==> src/rtl/icache_refill_ctrl_if.sv <==
// Fetch-side, memory-side and cache-write signals of the I-cache refill controller.
interface icache_refill_ctrl_if #(
  parameter int unsigned ADDR_W     = 32,
  parameter int unsigned DATA_W     = 32,
  parameter int unsigned LINE_WORDS = 4
);
  localparam int unsigned LINE_W = LINE_WORDS * DATA_W;

  logic              ifetch_valid;
  logic              icache_hit;
  logic [ADDR_W-1:0] ipc;
  logic              omem_req;
  logic [ADDR_W-1:0] omem_addr;
  logic              imem_ack;
  logic [DATA_W-1:0] imem_rdata;
  logic [LINE_W-1:0] oline;
  logic [ADDR_W-1:0] oline_addr;
  logic              oline_we;
  logic              ostall;

  // Controller side.
  modport master (
    input  ifetch_valid, icache_hit, ipc, imem_ack, imem_rdata,
    output omem_req, omem_addr, oline, oline_addr, oline_we, ostall
  );

  // Fetch stage / memory / cache side.
  modport slave (
    output ifetch_valid, icache_hit, ipc, imem_ack, imem_rdata,
    input  omem_req, omem_addr, oline, oline_addr, oline_we, ostall
  );
endinterface

==> src/rtl/icache_refill_ctrl.sv <==
// I-cache miss handler: fetches a line word by word over req/ack and writes it to the cache.
module icache_refill_ctrl #(
  parameter int unsigned ADDR_W     = 32,
  parameter int unsigned DATA_W     = 32,
  parameter int unsigned LINE_WORDS = 4
) (
  input logic                clk,
  input logic                rstn,
  icache_refill_ctrl_if.master bus
);
  localparam int unsigned LINE_W     = LINE_WORDS * DATA_W;
  localparam int unsigned CNT_W      = (LINE_WORDS > 1) ? $clog2(LINE_WORDS) : 1;
  localparam int unsigned WORD_BYTES = DATA_W / 8;
  localparam int unsigned LINE_BYTES = LINE_WORDS * WORD_BYTES;

  typedef enum logic [1:0] {IDLE, REQ, FILL} state_e;

  state_e            state_q, state_d;
  logic [CNT_W-1:0]  cnt_q;
  logic [ADDR_W-1:0] base_q;
  logic [LINE_W-1:0] line_q, line_d;
  logic [LINE_W-1:0] oline_q;
  logic [ADDR_W-1:0] oline_addr_q;
  logic              start, take, last;

  // State register; reset abandons any refill in progress.
  always_ff @(posedge clk or posedge rstn) begin
    if (rstn) state_q <= IDLE;
    else      state_q <= state_d;
  end

  // Next state plus the capture/launch strobes for the datapath.
  always_comb begin
    state_d = state_q;
    start   = 1'b0;
    take    = 1'b0;
    last    = 1'b0;
    case (state_q)
      IDLE: begin
        if (bus.ifetch_valid && !bus.icache_hit) begin
          start   = 1'b1;
          state_d = REQ;
        end
      end
      REQ: begin
        if (bus.imem_ack) begin
          take = 1'b1;
          if (cnt_q == CNT_W'(LINE_WORDS - 1)) begin
            last    = 1'b1;
            state_d = FILL;
          end
        end
      end
      FILL:    state_d = IDLE;
      default: state_d = IDLE;
    endcase
  end

  // Line buffer with the incoming word merged into its slot.
  always_comb begin
    line_d = line_q;
    line_d[cnt_q * DATA_W +: DATA_W] = bus.imem_rdata;
  end

  // Refill datapath: base address, word counter, line buffer and the cache write image.
  always_ff @(posedge clk or posedge rstn) begin
    if (rstn) begin
      cnt_q        <= '0;
      base_q       <= '0;
      line_q       <= '0;
      oline_q      <= '0;
      oline_addr_q <= '0;
    end else begin
      if (start) begin
        base_q <= bus.ipc & ~ADDR_W'(LINE_BYTES - 1);
        cnt_q  <= '0;
      end else if (take) begin
        cnt_q <= cnt_q + CNT_W'(1);
      end
      if (take) line_q <= line_d;
      if (last) begin
        oline_q      <= line_d;
        oline_addr_q <= base_q;
      end
    end
  end

  assign bus.omem_req   = (state_q == REQ);
  assign bus.omem_addr  = base_q + (ADDR_W'(cnt_q) * ADDR_W'(WORD_BYTES));
  assign bus.oline_we   = (state_q == FILL);
  assign bus.oline      = oline_q;
  assign bus.oline_addr = oline_addr_q;
  // Stall follows a miss in the same cycle, and stays up for the whole refill.
  assign bus.ostall     = !rstn &&
                          ((state_q != IDLE) || (bus.ifetch_valid && !bus.icache_hit));
endmodule

==> src/flat_wrapper.sv <==
// flat-port wrapper written by rule: the top's interface ports become plain ports
module icache_refill_ctrl_flat 
#(
  parameter int unsigned ADDR_W     = 32,
  parameter int unsigned DATA_W     = 32,
  parameter int unsigned LINE_WORDS = 4
)
  (clk, rstn, bus_ifetch_valid, bus_icache_hit, bus_ipc, bus_imem_ack, bus_imem_rdata, bus_omem_req, bus_omem_addr, bus_oline, bus_oline_addr, bus_oline_we, bus_ostall);
  icache_refill_ctrl_if #(.ADDR_W(ADDR_W), .DATA_W(DATA_W), .LINE_WORDS(LINE_WORDS)) bus_i ();
  input logic clk;
  input logic rstn;
  input wire logic [$bits(bus_i.ifetch_valid)-1:0] bus_ifetch_valid;
  input wire logic [$bits(bus_i.icache_hit)-1:0] bus_icache_hit;
  input wire logic [$bits(bus_i.ipc)-1:0] bus_ipc;
  input wire logic [$bits(bus_i.imem_ack)-1:0] bus_imem_ack;
  input wire logic [$bits(bus_i.imem_rdata)-1:0] bus_imem_rdata;
  output wire logic [$bits(bus_i.omem_req)-1:0] bus_omem_req;
  output wire logic [$bits(bus_i.omem_addr)-1:0] bus_omem_addr;
  output wire logic [$bits(bus_i.oline)-1:0] bus_oline;
  output wire logic [$bits(bus_i.oline_addr)-1:0] bus_oline_addr;
  output wire logic [$bits(bus_i.oline_we)-1:0] bus_oline_we;
  output wire logic [$bits(bus_i.ostall)-1:0] bus_ostall;
  assign bus_i.ifetch_valid = bus_ifetch_valid;
  assign bus_i.icache_hit = bus_icache_hit;
  assign bus_i.ipc = bus_ipc;
  assign bus_i.imem_ack = bus_imem_ack;
  assign bus_i.imem_rdata = bus_imem_rdata;
  assign bus_omem_req = bus_i.omem_req;
  assign bus_omem_addr = bus_i.omem_addr;
  assign bus_oline = bus_i.oline;
  assign bus_oline_addr = bus_i.oline_addr;
  assign bus_oline_we = bus_i.oline_we;
  assign bus_ostall = bus_i.ostall;
  icache_refill_ctrl #(.ADDR_W(ADDR_W), .DATA_W(DATA_W), .LINE_WORDS(LINE_WORDS)) u_core (.clk(clk), .rstn(rstn), .bus(bus_i));
endmodule
==> config.mk <==
export PLATFORM = sky130hd
export DESIGN_NAME = icache_refill_ctrl_flat
export DESIGN_NICKNAME = d
export VERILOG_FILES = /design/src/rtl/icache_refill_ctrl_if.sv /design/src/rtl/icache_refill_ctrl.sv /design/src/flat_wrapper.sv
export SDC_FILE = /design/constraint.sdc
export NUM_CORES = 1
export LEC_CHECK = 0
export ABC_AREA = 1
export ABC_CLOCK_PERIOD_IN_PS = 11580
export CAP_MARGIN = 20
export CORE_MARGIN = 2
export CORE_UTILIZATION = 51
export CTS_CLUSTER_DIAMETER = 80
export DETAILED_ROUTE_END_ITERATION = 10
export HOLD_SLACK_MARGIN = 0.1
export PLACE_DENSITY_LB_ADDON = 0.2
export SYNTH_ARGS = -nofsm -noshare
export SYNTH_HDL_FRONTEND = slang
export SYNTH_SLANG_ARGS = --single-unit
==> constraint.sdc <==
create_clock -name clk -period 11.58 [get_ports clk]
set_input_delay 2.316 -clock clk [delete_from_list [all_inputs] [get_ports clk]]
set_output_delay 2.316 -clock clk [all_outputs]
set_load 0.02 [all_outputs]
==> impl_metrics.toml <==
[clock_network]
clkSlewWorstSetupHoldPaths_ns = 0.06
hold_buffers = 0
cts_sinks = 284
clockRootBuffer = "clkbuf_16"
cts-resized-gates = 0
htree_levels = 1
clk-insertion-delay-late_ns = 0.56
cts_inserted_buffers = 30
clk_path_buf_depth = 3
post_cts.repair.setup_buffers = 0
cts_tree = "built"

[grt]
grt_max_degree = 127
antenna_found_initial = 1
grt_pass1_vias = 11000
grt_overflow = 0
grt_pass1_wl_microns = 59800
gr-usage-all-layers_pct = 28.7

[power]
switching_share_pct = 39.3
p_leak_nw = 8.92
total_power_mw = 4.28
power.density_mw_per_mm2 = 259
seq_power_share_pct = 34.8
p_int_mw = 2.59
ir_worst_vdd_uv = 214
p_comb_share_pct = 40.5
p_clk_share_pct = 24.7
switchingPower_mw = 1.68

[drt]
dr_wl_met3_microns = 4140
drt-met1-wl_microns = 15100
dr.first_iter.drc_count = 1044
dr.pass1.iters = 5
wl_met2_microns = 16400
highest_layer = "met4"
ant_nets = 0
wl_microns = 37400
drc = 0
vias = 11600
post_drt_via_cell_ratio = 5.20
avgRoutedWirePerCell_microns = 16.7

[place]
gp_congestion = 0.875
post-dp-hpwl_microns = 23800
port_buffers = 253

[synth]
ys_warn_count = 0
synth_cell_types = 22
ys_top_cells_by_area = "dfrtp_1 56%, nand2_1 31%, nand3_1 3.9%"
netlist.area_leader.share_pct = 55.7
yosys.area.top_type = "dfrtp_1"
synthCells = 1692
synth_area_sq_mm = 0.0127
ys_seq_area_share_pct = 55.7
avgSynthCellArea_sq_um = 7.53
synth-seq-cells = 284

[sta]
fin_hold_ws_ns = 0.468
fin_tns_setup_ns = 0
slew_headroom_pct = 24.3
grt_setup_unrepaired = "no"
period_minus_slack_ns = 6.28
max_freq_mhz = 159
setup_viol = 0
finalMaxSlewViolations = 0
report.final.hold_viol_count = 0
finalCritPeriodShare_pct = 54.2
fin_skew_ns = 0.0109
max_slew.worst_pin.slew_ns = 1.13

[critical_path]
critPathKind = "in -> out"
crit_fanout = 29
required_ns = 9.26
crit_arrival_ns = 3.96
end_kind = "output port"
crit_path_start_kind = "input port"

[floorplan]
start_util_pct = 52.1
die_y_microns = 162
die_area_sq_mm = 0.0263
ioPinCount = 264
fp-row-count = 57
coreArea_sq_mm = 0.0245
die_w_microns = 162

[layout]
drive_above_1_share_pct = 4.55
nNetsFinal = 1964
utilization_pct = 67.4
fill_cells = 2003
areaGrowthSynthToFinish_pct = 29.3

[status]
outcome = "finished, final reports clean"

[worst_hold_path]
min-delay-path-class = "reg -> reg"

[flow_run]
max-cap-violations = 0
==> critical path, stage by stage <==
cell,delay [ns]
clkdlybuf4s50_1,0.47
nor2_2,0.12
buf_4,0.28
nor3_1,0.08
nor2_1,0.09
clkdlybuf4s50_1,0.61
==> cell type report <==
cell class	count	area [sq um]	share of cell area (%)
repair buffers	270	2700	16.4
well taps	324	405	2.46
diodes	1	2.50	0.0152
flip-flops and latches	284	7110	43.1
inverters	48	190	1.15
clock inverters	11	160	0.971
multi-input cells	1256	4970	30.2
clock buffers	45	948	5.75
==> synthesized netlist by cell type <==
| master | count |
|---|---|
| a21oi_1 | 1 |
| buf_1 | 5 |
| buf_2 | 56 |
| buf_4 | 11 |
| clkbuf_1 | 37 |
| clkinv_1 | 1 |
| conb_1 | 1 |
| dfrtp_1 | 284 |
| ha_1 | 5 |
| inv_1 | 42 |
| inv_2 | 5 |
| nand2_1 | 1037 |
| nand2_2 | 2 |
| nand3_1 | 100 |
| nand4_1 | 10 |
| nor2_1 | 71 |
| nor2_2 | 3 |
| nor2_4 | 1 |
| nor3_1 | 1 |
| nor3_2 | 1 |
| o21ai_0 | 12 |
| o21ai_1 | 6 |
==> metal layers <==
metal  vias up  global-route usage [%]
met1      5491                    38.6
met2       536                    43.5
met5         -                       0
met4         0                    12.3
li1       5518                       -
met3        90                    8.78
==> registers in the layout, summed over array words and instances (netlist names) <==
| signal | flops |
|---|---|
| u_core.cnt_q | 2 |
| u_core.bus.oline_addr | 28 |
| u_core.state_q | 2 |
| u_core.bus.oline | 128 |
| u_core.base_q | 28 |
| u_core.line_q | 96 |
==> placed cells by master (no fill, tap or decap), types with 4 or more instances in the layout <==
| master | n |
|---|---|
| conb_1 | 6 |
| ha_1 | 5 |
| dfrtp_1 | 284 |
| nand4_1 | 10 |
| o21ai_0 | 12 |
| nand2_1 | 1037 |
| nand3_1 | 100 |
| clkbuf_16 | 31 |
| inv_1 | 41 |
| nor2_1 | 68 |
| clkinv_2 | 5 |
| bufinv_16 | 4 |
| inv_2 | 4 |
| o21ai_1 | 6 |
| nor2_2 | 5 |
| buf_4 | 14 |
| clkbuf_8 | 12 |
| clkdlybuf4s50_1 | 253 |
==> metrics by stage <==
stage / setup slack, ns / instance area [sq um] / instances
after floorplan: 1.43 / 12800 / 1697
after detailed placement: 5.31 / 15300 / 2179
after global routing: 5.21 / 16500 / 2238
after CTS: 5.30 / 16400 / 2235
after global placement: 5.30 / 15300 / 2179
final: 5.30 / 16500 / 2239
==> power groups by stage <==
| stage | logic (mW) | clock network (mW) | registers (mW) |
|---|---|---|---|
| 3_3_place_gp | 1.69 | 0 | 1.49 |
| 4_1_cts | 1.73 | 1.06 | 1.49 |
| 5_1_grt | 1.89 | 1.11 | 1.53 |
| 6_report | 1.73 | 1.06 | 1.49 |
| 3_5_place_dp | 1.71 | 0 | 1.50 |
| 2_1_floorplan | 0.739 | 0 | 1.75 |
==> worst paths after layout <==
kind                                          start                   endpoint  slack [ns]  cells past startpoint
setup / recovery                     bus_icache_hit                 bus_ostall        5.30                      6
hold / removal             u_core.bus.oline_addr[8]   u_core.bus.oline_addr[8]        0.47                      2
setup reg to reg                    u_core.cnt_q[0]          u_core.line_q[60]        7.89                      8
hold reg to reg            u_core.bus.oline_addr[8]   u_core.bus.oline_addr[8]        0.47                      2
max in group asynchronous                      rstn      u_core.bus.oline[107]        7.67                      3
min in group asynchronous                      rstn  u_core.bus.oline_addr[31]        2.37                      2
==> kinds of logic after synthesis <==
logic type | synth area share [%]
AOI/OAI and AO/OA | 0.746
adders and majority gates | 0.491
buffers and inverters | 5.50
DFF | 55.7
other | 0.0294
and+or+nand+nor | 37.5
No activity file was read; power rests on OpenSTA's default activity.
